$ cat config.mk
export PLATFORM = sky130hd
export DESIGN_NAME = fmlarb
export DESIGN_NICKNAME = d
export VERILOG_FILES = /design/src/rtl/fmlarb.sv
export SDC_FILE = /design/constraint.sdc
export NUM_CORES = 1
export LEC_CHECK = 0
export CAP_MARGIN = 10
export CORE_AREA = 10 10 314 316
export DETAILED_ROUTE_END_ITERATION = 8
export DIE_AREA = 0 0 324 326
export SLEW_MARGIN = 20
export SYNTH_ARGS = -nofsm -noshare
export SYNTH_HDL_FRONTEND = slang
export SYNTH_SLANG_ARGS = --single-unit
$ cat constraint.sdc
create_clock -name sys_clk -period 2.2 [get_ports sys_clk]
set_input_delay 0.55 -clock sys_clk [delete_from_list [all_inputs] [get_ports sys_clk]]
set_output_delay 0.55 -clock sys_clk [all_outputs]
set_load 0.02 [all_outputs]
$ cat src/rtl/fmlarb.sv
// Four-master round-robin arbiter for a 4-beat burst FML slave.
// The grant is held for the whole burst so that write beats 1-3 come from the same master.
module fmlarb #(
    parameter int fml_depth = 26
) (
    input  logic                 sys_clk,
    input  logic                 sys_rst,

    input  logic [fml_depth-1:0] m0_adr,
    input  logic                 m0_stb,
    input  logic                 m0_we,
    output logic                 m0_ack,
    input  logic [7:0]           m0_sel,
    input  logic [63:0]          m0_do,
    output logic [63:0]          m0_di,

    input  logic [fml_depth-1:0] m1_adr,
    input  logic                 m1_stb,
    input  logic                 m1_we,
    output logic                 m1_ack,
    input  logic [7:0]           m1_sel,
    input  logic [63:0]          m1_do,
    output logic [63:0]          m1_di,

    input  logic [fml_depth-1:0] m2_adr,
    input  logic                 m2_stb,
    input  logic                 m2_we,
    output logic                 m2_ack,
    input  logic [7:0]           m2_sel,
    input  logic [63:0]          m2_do,
    output logic [63:0]          m2_di,

    input  logic [fml_depth-1:0] m3_adr,
    input  logic                 m3_stb,
    input  logic                 m3_we,
    output logic                 m3_ack,
    input  logic [7:0]           m3_sel,
    input  logic [63:0]          m3_do,
    output logic [63:0]          m3_di,

    output logic [fml_depth-1:0] s_adr,
    output logic                 s_stb,
    output logic                 s_we,
    input  logic                 s_ack,
    output logic [7:0]           s_sel,
    output logic [63:0]          s_do,
    input  logic [63:0]          s_di
);

    // state | meaning
    // ARB   | grant presented to slave, waiting for s_ack or re-arbitrating
    // DATA1 | burst beat 1, grant locked
    // DATA2 | burst beat 2, grant locked
    // DATA3 | burst beat 3, next grant chosen for a bubble-free ARB
    typedef enum logic [1:0] {ARB, DATA1, DATA2, DATA3} state_t;

    state_t     r_state;
    state_t     w_state_nxt;
    logic [1:0] r_grant;
    logic [1:0] w_grant_nxt;
    logic [1:0] w_rr;
    logic [3:0] w_req;

    assign w_req = {m3_stb, m2_stb, m1_stb, m0_stb};

    always_comb begin
        s_adr = m0_adr;
        s_we  = m0_we;
        s_sel = m0_sel;
        s_do  = m0_do;
        case (r_grant)
            2'd1: begin s_adr = m1_adr; s_we = m1_we; s_sel = m1_sel; s_do = m1_do; end
            2'd2: begin s_adr = m2_adr; s_we = m2_we; s_sel = m2_sel; s_do = m2_do; end
            2'd3: begin s_adr = m3_adr; s_we = m3_we; s_sel = m3_sel; s_do = m3_do; end
            default: ;
        endcase
    end

    assign s_stb  = (r_state == ARB) && w_req[r_grant] && !sys_rst;
    assign m0_ack = s_stb && s_ack && (r_grant == 2'd0);
    assign m1_ack = s_stb && s_ack && (r_grant == 2'd1);
    assign m2_ack = s_stb && s_ack && (r_grant == 2'd2);
    assign m3_ack = s_stb && s_ack && (r_grant == 2'd3);

    assign m0_di = s_di;
    assign m1_di = s_di;
    assign m2_di = s_di;
    assign m3_di = s_di;

    // Falling through to the current grant also covers the DATA3 case where
    // the current master is the last candidate in the rotation.
    always_comb begin
        w_rr = r_grant;
        if (w_req[r_grant + 2'd1])
            w_rr = r_grant + 2'd1;
        else if (w_req[r_grant + 2'd2])
            w_rr = r_grant + 2'd2;
        else if (w_req[r_grant + 2'd3])
            w_rr = r_grant + 2'd3;
    end

    always_comb begin
        w_state_nxt = r_state;
        w_grant_nxt = r_grant;
        case (r_state)
            ARB: begin
                if (s_stb && s_ack)
                    w_state_nxt = DATA1;
                else if (!w_req[r_grant])
                    w_grant_nxt = w_rr;
            end
            DATA1: w_state_nxt = DATA2;
            DATA2: w_state_nxt = DATA3;
            DATA3: begin
                w_state_nxt = ARB;
                w_grant_nxt = w_rr;
            end
            default: w_state_nxt = ARB;
        endcase
    end

    always_ff @(posedge sys_clk) begin
        if (sys_rst) begin
            r_state <= ARB;
            r_grant <= 2'd0;
        end else begin
            r_state <= w_state_nxt;
            r_grant <= w_grant_nxt;
        end
    end

endmodule

* Word level (Yosys, flattened, before mapping)
Index checks and enable logic that the tools add are counted.
** Word-level totals
- Register bits :: 4
- Bits in latches :: 0
- RAM bits :: 0
- Memory bits (read-only) :: 0
- Output and inout bits :: 360
- Memories kept :: 0
** Operators by class
- Add/sub/neg operators :: 3
- $mul :: 0
- Divide/modulo/power cells :: 0
- $lt $le $gt $ge :: 4
- Eq/ne operators :: 9
- Shifts and indexed selects :: 0
- Multiplexer cells :: 20
- Bitwise logic cells :: 0
- Reduce and logical (&&, ||, !) cells :: 12
** Operator list (number)
- $pmux W64 S3 :: 1
- $pmux W26 S3 :: 1
- $pmux W8 S3 :: 1
- $lt A2 B3 Y1 const B :: 4
- $mux W2 :: 6
- $bmux W1 S2 :: 4
- $eq A2 B2 Y1 const B :: 4
- $pmux W2 S4 :: 1
- $logic_and A1 B1 Y1 :: 7
- $add A2 B2 Y2 const B :: 2
- $eq A2 B1 Y1 const B :: 2
- $logic_not A2 Y1 :: 2
- $mux W1 :: 4
- $ne A2 B2 Y1 const B :: 2
- $pmux W2 S2 :: 1
- $pmux W1 S3 :: 1
- $reduce_and A3 Y1 :: 1
- $add A2 B1 Y2 const B :: 1
- $ne A2 B1 Y1 const B :: 1
- $reduce_bool A2 Y1 :: 1
- $logic_not A1 Y1 :: 1

* Logic depth before layout (Yosys ltp)
Gate-level depths: netlist of the first run.
- Depth after elaboration :: 9
- Mapped depth :: 7
- Mapped depth without buffers :: 6

* Least setup slack after synthesis of the first run
No wires, ideal clock.
- Kind :: register -> output
- Start :: reg r_grant[0]
- End :: out s_adr[0]
- Arrival :: 1.817 ns
- Path slack :: -0.167 ns
- Stages on the path, launching flop included :: 7
- Path buffers :: 3
- Cell sequence :: dfxtp_1 > buf_6 > inv_1 > ha_1 > buf_2 > clkbuf_1 > mux2i_1
** Between the ends
- Cells in the longest elaborated chain, start to end :: 2
- Elaborated cells on any way between the ends :: 4
** Ends and longest elaborated chain
- start: declaration :: line 59 : logic [1:0] r_grant;
- start signal: assignment :: line 128 : r_grant <= w_grant_nxt;
- $eq A2 B2 Y1 or $eq A2 B1 Y1 (tied branches) :: line 71 : case (r_grant)
- $pmux W26 S3 * :: line 71
- end: declaration :: line 41 : output logic [fml_depth-1:0] s_adr,
Mark *: on every way between the ends. The rest lies on a longest branch, timed or not.

* Worst setup path in the final report of the first run
- Start :: reg r_grant[0]
- End :: out s_do[53]
** Between the ends
- Cells in the longest elaborated chain, start to end :: 2
- Elaborated cells on any way between the ends :: 4
** Ends and longest elaborated chain
- $eq A2 B2 Y1 or $eq A2 B1 Y1 (tied branches) :: line 71
- $pmux W64 S3 * :: line 71
- end: declaration :: line 46 : output logic [63:0] s_do,
Marks and branches as above.

==> results of run 1 <==
## logic make-up after synthesis
group | after synthesis
buffers and inverters | 408
AO/OA/AOI/OAI | 108
multiplexers | 107
AND/OR/NAND/NOR | 21
adder cells (fa/ha/maj) | 7
flip-flops | 4
## where the power goes
part	switching [mW]	total [mW]	internal (mW)
logic	5.56	11.8	6.22
clock network	0.0533	0.286	0.232
registers	0.0265	0.131	0.105
## registers in the layout, summed over array words and instances (netlist names)
name,cells
r_grant,2
r_state,2
## metal layers
metal / share of wire [%] / wire [um] / GRT usage (%) / vias to the layer above
li1: - / - / - / 2797
met1: 41 / 29000 / 15.2 / 3049
met2: 43 / 30300 / 19.0 / 756
met3: 14 / 10200 / 7.08 / 63
met5: 0.11 / 81 / 0 / -
met4: 1.3 / 909 / 1.49 / 14
## cell usage in the layout (no fill, tap or decap), types with 2 or more instances in the layout
| cell | n |
|---|---|
| buf_4 | 83 |
| and3_4 | 2 |
| clkdlybuf4s50_1 | 397 |
| buf_2 | 3 |
| nand2_1 | 3 |
| mux2i_2 | 85 |
| ha_1 | 3 |
| dfxtp_1 | 2 |
| buf_8 | 4 |
| dlygate4sd2_1 | 3 |
| ha_4 | 4 |
| a222oi_1 | 99 |
| clkbuf_16 | 7 |
| inv_1 | 103 |
| o31ai_1 | 2 |
| a211oi_1 | 3 |
| diode_2 | 4 |
| buf_16 | 9 |
| mux2i_1 | 4 |
| inv_2 | 2 |
| buf_12 | 94 |
| nor2_1 | 5 |
| buf_6 | 38 |
| mux2i_4 | 15 |
| and3_1 | 2 |
| mux4_2 | 2 |
## worst min-delay path, delay by kind of cell, from the launching register on
family / cells / cell delay [ns]
AND/OR/NAND/NOR: 1 / 0.10
flip-flops: 1 / 0.30
AO/OA/AOI/OAI: 1 / 0.05
## how the worst min path moves through the flow
stage / cells after the start / start / to / slack [ns]
4_1_cts: 2 / r_state[0]$_SDFFE_PP0P_ / r_state[0]$_SDFFE_PP0P_ / 0.51
3_3_place_gp: 2 / r_state[0]$_SDFFE_PP0P_ / r_state[0]$_SDFFE_PP0P_ / 0.48
5_1_grt: 2 / r_state[0]$_SDFFE_PP0P_ / r_state[0]$_SDFFE_PP0P_ / 0.57
6_report: 2 / r_state[0]$_SDFFE_PP0P_ / r_state[0]$_SDFFE_PP0P_ / 0.51
2_1_floorplan: 2 / r_state[0]$_SDFFE_PP0P_ / r_state[0]$_SDFFE_PP0P_ / 0.47
3_5_place_dp: 2 / r_state[0]$_SDFFE_PP0P_ / r_state[0]$_SDFFE_PP0P_ / 0.51
## per-stage QoR
stage	setup WS [ns]	util, %	hold slack (ns)
floorplan	-0.0459	-	0.473
global placement	-0.836	12.3	0.484
detailed placement	-0.785	12.3	0.506
CTS	-0.489	13.2	0.512
global route	-0.532	13.4	0.568
finish	-0.461	13.4	0.507
## repair_timing
| item | in CTS | in global routing |
|---|---|---|
| hold endpoints to repair | 0 | 0 |
| gates resized for setup | 154 | 26 |
| buffers inserted | 37 | 6 |
| cloned | 8 | 4 |
| pin swaps | 41 | 23 |
| setup endpoints to repair | 104 | 106 |
## cell type report
type                            count  area, um^2  area share (%)
Tap cell                         1197        1500            12.1
Timing Repair Buffer              637        7380            59.4
Antenna cell                        4        10.0          0.0805
Inverter                          106         400            3.22
Multi-Input combinational cell    243        2980            24.0
Clock buffer                        3        75.1           0.604
Sequential cell                     4        85.1           0.685
==> qor.csv, run 1 <==
stage;metric;value;unit
run_status;status;finished, violations left;
run_status;violations;setup timing;
pwr;power_density;982;mW/mm^2
yosys;ys_seq_elements;4;
yosys;ys.flop_type;dfxtp_1;
worst_setup_path;cp-start-kind;register;
yosys;synth-simple-area-share;2.84;%
cts;cts_buffer_depth;2;
cells_and_area;stdcell_area;0.0124;mm^2
yosys;synth-seq-area-share;1.61;%
yosys;synthMuxAreaShare;22.2;%
worst_setup_path;path_cells;inv_2, ha_4, buf_12, buf_12, a222oi_1, mux2i_2, buf_12;
worst_setup_path;path_max_fanout;7;
place;gp_congestion;0.758;
yosys;netlist_top_cells_count;buf_4 (256), inv_1 (106), mux2i_1 (104);
timing;rsz0062_at_grt;yes;
worst_setup_path;arrival;2.11;ns
cells_and_area;nNetsFinal;1469;
die;rows;112;
cells_and_area;layout-drive-gt1-share;36.2;%
pwr;ir_drop;0.000419;V
die;die_y;326;um
timing;min_period;2.66;ns
timing;setup_slack;-0.461;ns
die;start_util;5.37;%
cts;htree_levels;1;
pwr;p_leak;4.70;nW
yosys;yosysTopAreaCell;buf_4;
timing;finalCritPeriodShare;121;%
route;wl;70500;um
yosys;synth.distinct_cells;29;
yosys;yosysMostFrequentCell;buf_4;
cts;cts_root_buffer;clkbuf_16;
cts;holdBufCountCts;0;
yosys;synth_fa_ha_area_share;1.76;%
worst_setup_path;cpMaxStageDelayCell;a222oi_1;
yosys;yosysTopAreaCellShare;38.7;%
worst_setup_path;reg2reg_from;r_grant[0]$_SDFFE_PP0P_;
yosys;syn_nets;1129;
route;dr_total_vias;6679;
cells_and_area;nFillCells;10529;
hold_path;hold_path.class;register to register;
timing;fin_worst_skew;0.00210;ns
grt;antenna_found_initial;31;
place;placed_area;0.0114;mm^2
cts;clock_latency;0.23;ns
yosys;yosysWarnings;0;
yosys;synth_compound_area_share;21.3;%
grt;grt_max_degree;38;
cts;cts_tree;built;
yosys;syn_area;0.00497;mm^2
place;dp_hpwl;62200;um
grt;grt_pass1_wl;83800;um
cts;cts.reportedPaths.clkPinSlew;0.03;ns
route;dr.pass1.iters;7;
route;post-route-drc-count;0;
yosys;synth.area.top_cells;buf_4 (39%), mux2i_1 (21%), a222oi_1 (20%), inv_1 (8.0%), clkbuf_1 (3.2%);
worst_setup_path;cp_data_required_time;1.65;ns
yosys;synth_top_family_by_area;buffers and inverters;
grt;grt_usage;12.4;%
cells_and_area;final_cells;2194;
job;maxCapViolations;0;
cts;numCtsBuffers;3;
worst_setup_path;r2r_slack;-0.03;ns
worst_setup_path;crit_path_max_incr_delay;0.58;ns
place;dpl.cell_count;2144;
worst_setup_path;reg2reg_depth;13;
cts;clock-sinks;4;
worst_setup_path;crit_end;s_do[53];
worst_setup_path;cp_top_family;compound AO/OA/AOI/OAI gates;
place;portBuffers;506;
worst_setup_path;cp_num_buf_inv;4;
yosys;synthXorXnorAreaFrac;0;%
yosys;avgSynthCellArea;7.59;um^2
cells_and_area;flow.area_growth_from_synthesis;150;%
timing;maxSlewHeadroom;60.0;%
route;wl_per_cell;32.1;um
die;ios;827;
timing;max_freq;0.376;GHz
worst_setup_path;r2r-end;r_state[1]$_SDFFE_PP0P_;
route;antenna_left;0;
timing;finalSetupTns;-34.18;ns
timing;tightest_slew;0.600;ns
worst_setup_path;crit_cells;7;
yosys;async_reset_ff_share;0;%
route;drt_iter0_drc;637;
route;vias_per_cell;3.04;
grt;overflow;0;
worst_setup_path;startpoint;r_grant[0]$_SDFFE_PP0P_;
timing;hold_violations;0;
worst_setup_path;end_kind;primary output;
timing;drv_slew;0;
worst_setup_path;critPathKind;register to primary output;
timing;setup_viol_count_final;105;
die;die_x;324;um
grt;grt_pass1_vias;7081;
worst_setup_path;crit_top_cell;buf_12;
die;coreArea;0.0925;mm^2
pwr;total_power;12.2;mW
yosys;synth_edf_count;0;
yosys;syn_inst;655;
die;die_area;0.106;mm^2
Power figures use the tool's default switching activity.
==> run 2: changes to the inputs <==
GPL_TIMING_DRIVEN = 0   (was unset)
==> qor.csv, run 2 (synthesis gave the netlist of run 1 again) <==
stage;metric;value;unit
cells_and_area;nNetsFinal;1946;
worst_setup_path;cp_num_buf_inv;5;
grt;grt_max_degree;11;
grt;overflow;0;
cells_and_area;mostFrequentLayoutCell;clkdlybuf4s50_1;
cells_and_area;nFillCells;10376;
route;vias_per_cell;3.16;
cells_and_area;final_cells;2673;
place;portBuffers;762;
worst_setup_path;cp_top_family;compound AO/OA/AOI/OAI gates;
cts;cts_buffer_depth;2;
hold_path;hold_path.class;register to register;
timing;finalSetupTns;-56.83;ns
pwr;p_int;6.16;mW
die;die_area;0.106;mm^2
timing;setup_viol_count_final;104;
grt;grt_usage;14.1;%
place;dpl.cell_count;2614;
die;die_y;326;um
place;gp_congestion;0.805;
grt;grt_pass1_vias;8670;
pwr;p_leak;6.57;nW
cells_and_area;stdcell_area;0.0160;mm^2
grt;antenna_found_initial;49;
cts;clock_latency;0.23;ns
worst_setup_path;cp_data_required_time;1.65;ns
worst_setup_path;cp-start-kind;register;
timing;max_freq;0.319;GHz
cells_and_area;layout_common_cells;clkdlybuf4s50_1 (653), buf_4 (286), inv_1 (104);
pwr;power_switching;6.18;mW
worst_setup_path;arrival;2.58;ns
hold_path;holdPathStages;2;
worst_setup_path;cpMaxStageDelayCell;a222oi_1;
cells_and_area;flow.area_growth_from_synthesis;223;%
route;drt_iter0_drc;713;
cts;cts.reportedPaths.clkPinSlew;0.03;ns
pwr;pwr-share-seq;1.1;%
worst_setup_path;critPathKind;register to primary output;
cells_and_area;utilization;17.3;%
route;post-route-drc-count;0;
worst_setup_path;path_max_fanout;3;
timing;fin_worst_skew;0.00266;ns
die;ios;827;
worst_setup_path;crit_cells;8;
pwr;power_density;769;mW/mm^2
timing;tightest_slew;0.977;ns
job;maxCapViolations;0;
route;dr.pass1.iters;8;
worst_setup_path;end_kind;primary output;
worst_setup_path;crit_top_cell;clkbuf_16;
die;rows;112;
worst_setup_path;crit_path_max_incr_delay;0.85;ns
run_status;status;finished, violations left;
place;dp_hpwl;72300;um
pwr;power_frac_clock;2.4;%
worst_setup_path;reg2reg_depth;9;
route;dr_total_vias;8450;
timing;drv_slew;0;
run_status;violations;setup timing;
timing;maxSlewHeadroom;34.9;%
place;placed_area;0.0145;mm^2
route;antenna_left;0;
die;coreArea;0.0925;mm^2
pwr;pwr-share-comb;96.6;%
cts;cts_root_buffer;clkbuf_16;
cells_and_area;top_regs;r_grant x2, r_state x2;
route;wl;81000;um
pwr;ir_drop;0.000425;V
cts;numCtsBuffers;3;
grt;grt_pass1_wl;97000;um
die;die_x;324;um
place;dp_slack;-2.08;ns
timing;setup_slack;-0.933;ns
cts;holdBufCountCts;0;
timing;min_period;3.13;ns
worst_setup_path;path_cells;buf_8, clkinvlp_4, ha_4, clkbuf_16, clkbuf_16, a222oi_1, mux2i_2, buf_4;
cts;htree_levels;1;
timing;hold_violations;0;
cells_and_area;layout-drive-gt1-share;39.6;%
cts;clock-sinks;4;
timing;rsz0062_at_grt;yes;
die;start_util;5.37;%
pwr;sw_frac_of_total;50.1;%
timing;finalCritPeriodShare;142;%
cts;cts_tree;built;
route;wl_per_cell;30.3;um
[run 2: power groups by stage]
stage / Sequential, mW / Combinational [mW] / Clock, mW
6_report: 0.131 / 11.9 / 0.293
5_1_grt: 0.135 / 12.4 / 0.302
4_1_cts: 0.129 / 11.9 / 0.295
3_5_place_dp: 0.122 / 9.90 / 0
3_3_place_gp: 0.120 / 9.89 / 0
2_1_floorplan: 0.116 / 4.74 / 0
[run 2: final cells by class]
cell class | count | area, um^2 | area share [%]
timing repair buffer | 819 | 8420 | 52.5
antenna | 6 | 15.0 | 0.0936
tap | 1197 | 1500 | 9.33
inverter | 106 | 404 | 2.52
buffer | 295 | 2560 | 16.0
multi-input combinational | 243 | 2990 | 18.6
sequential | 4 | 87.6 | 0.546
clock buffer | 3 | 75.1 | 0.468
[run 2: tightest hold or removal path: stages (launching register included)]
cell,delay (ns)
dfxtp_1,0.31
nor2_1,0.10
a211oi_1,0.05
[run 2: stage by stage]
step	total power, mW	hold slack [ns]
2_1_floorplan	4.86	0.473
3_3_place_gp	10.0	0.495
3_5_place_dp	10.0	0.506
4_1_cts	12.3	0.511
5_1_grt	12.9	0.558
6_report	12.3	0.513
[run 2: routing by layer]
layer / GRT usage, % / share of wire, % / up-vias
met5: 0 / 0.18 / -
met4: 1.26 / 1.1 / 26
met3: 4.02 / 9.1 / 72
met2: 23.0 / 45 / 581
met1: 18.7 / 45 / 4013
li1: - / - / 3758
[run 2: repair_timing]
| item | in CTS | in global routing |
|---|---|---|
| cloned | 7 | 3 |
| endpoints found under the setup margin | 104 | 104 |
| resized for setup | 842 | 61 |
| pin swaps | 101 | 46 |
| setup buffers | 32 | 20 |
[run 2: final timing paths]
| check | from | to | slack (ns) |
|---|---|---|---|
| worst max-delay path | r_grant[0]$_SDFFE_PP0P_ | s_adr[14] | -0.93 |
| worst min-delay path | r_state[0]$_SDFFE_PP0P_ | r_state[0]$_SDFFE_PP0P_ | 0.51 |
| worst max register to register | r_grant[0]$_SDFFE_PP0P_ | r_grant[0]$_SDFFE_PP0P_ | 0.08 |
| worst min register to register | r_state[0]$_SDFFE_PP0P_ | r_state[0]$_SDFFE_PP0P_ | 0.51 |
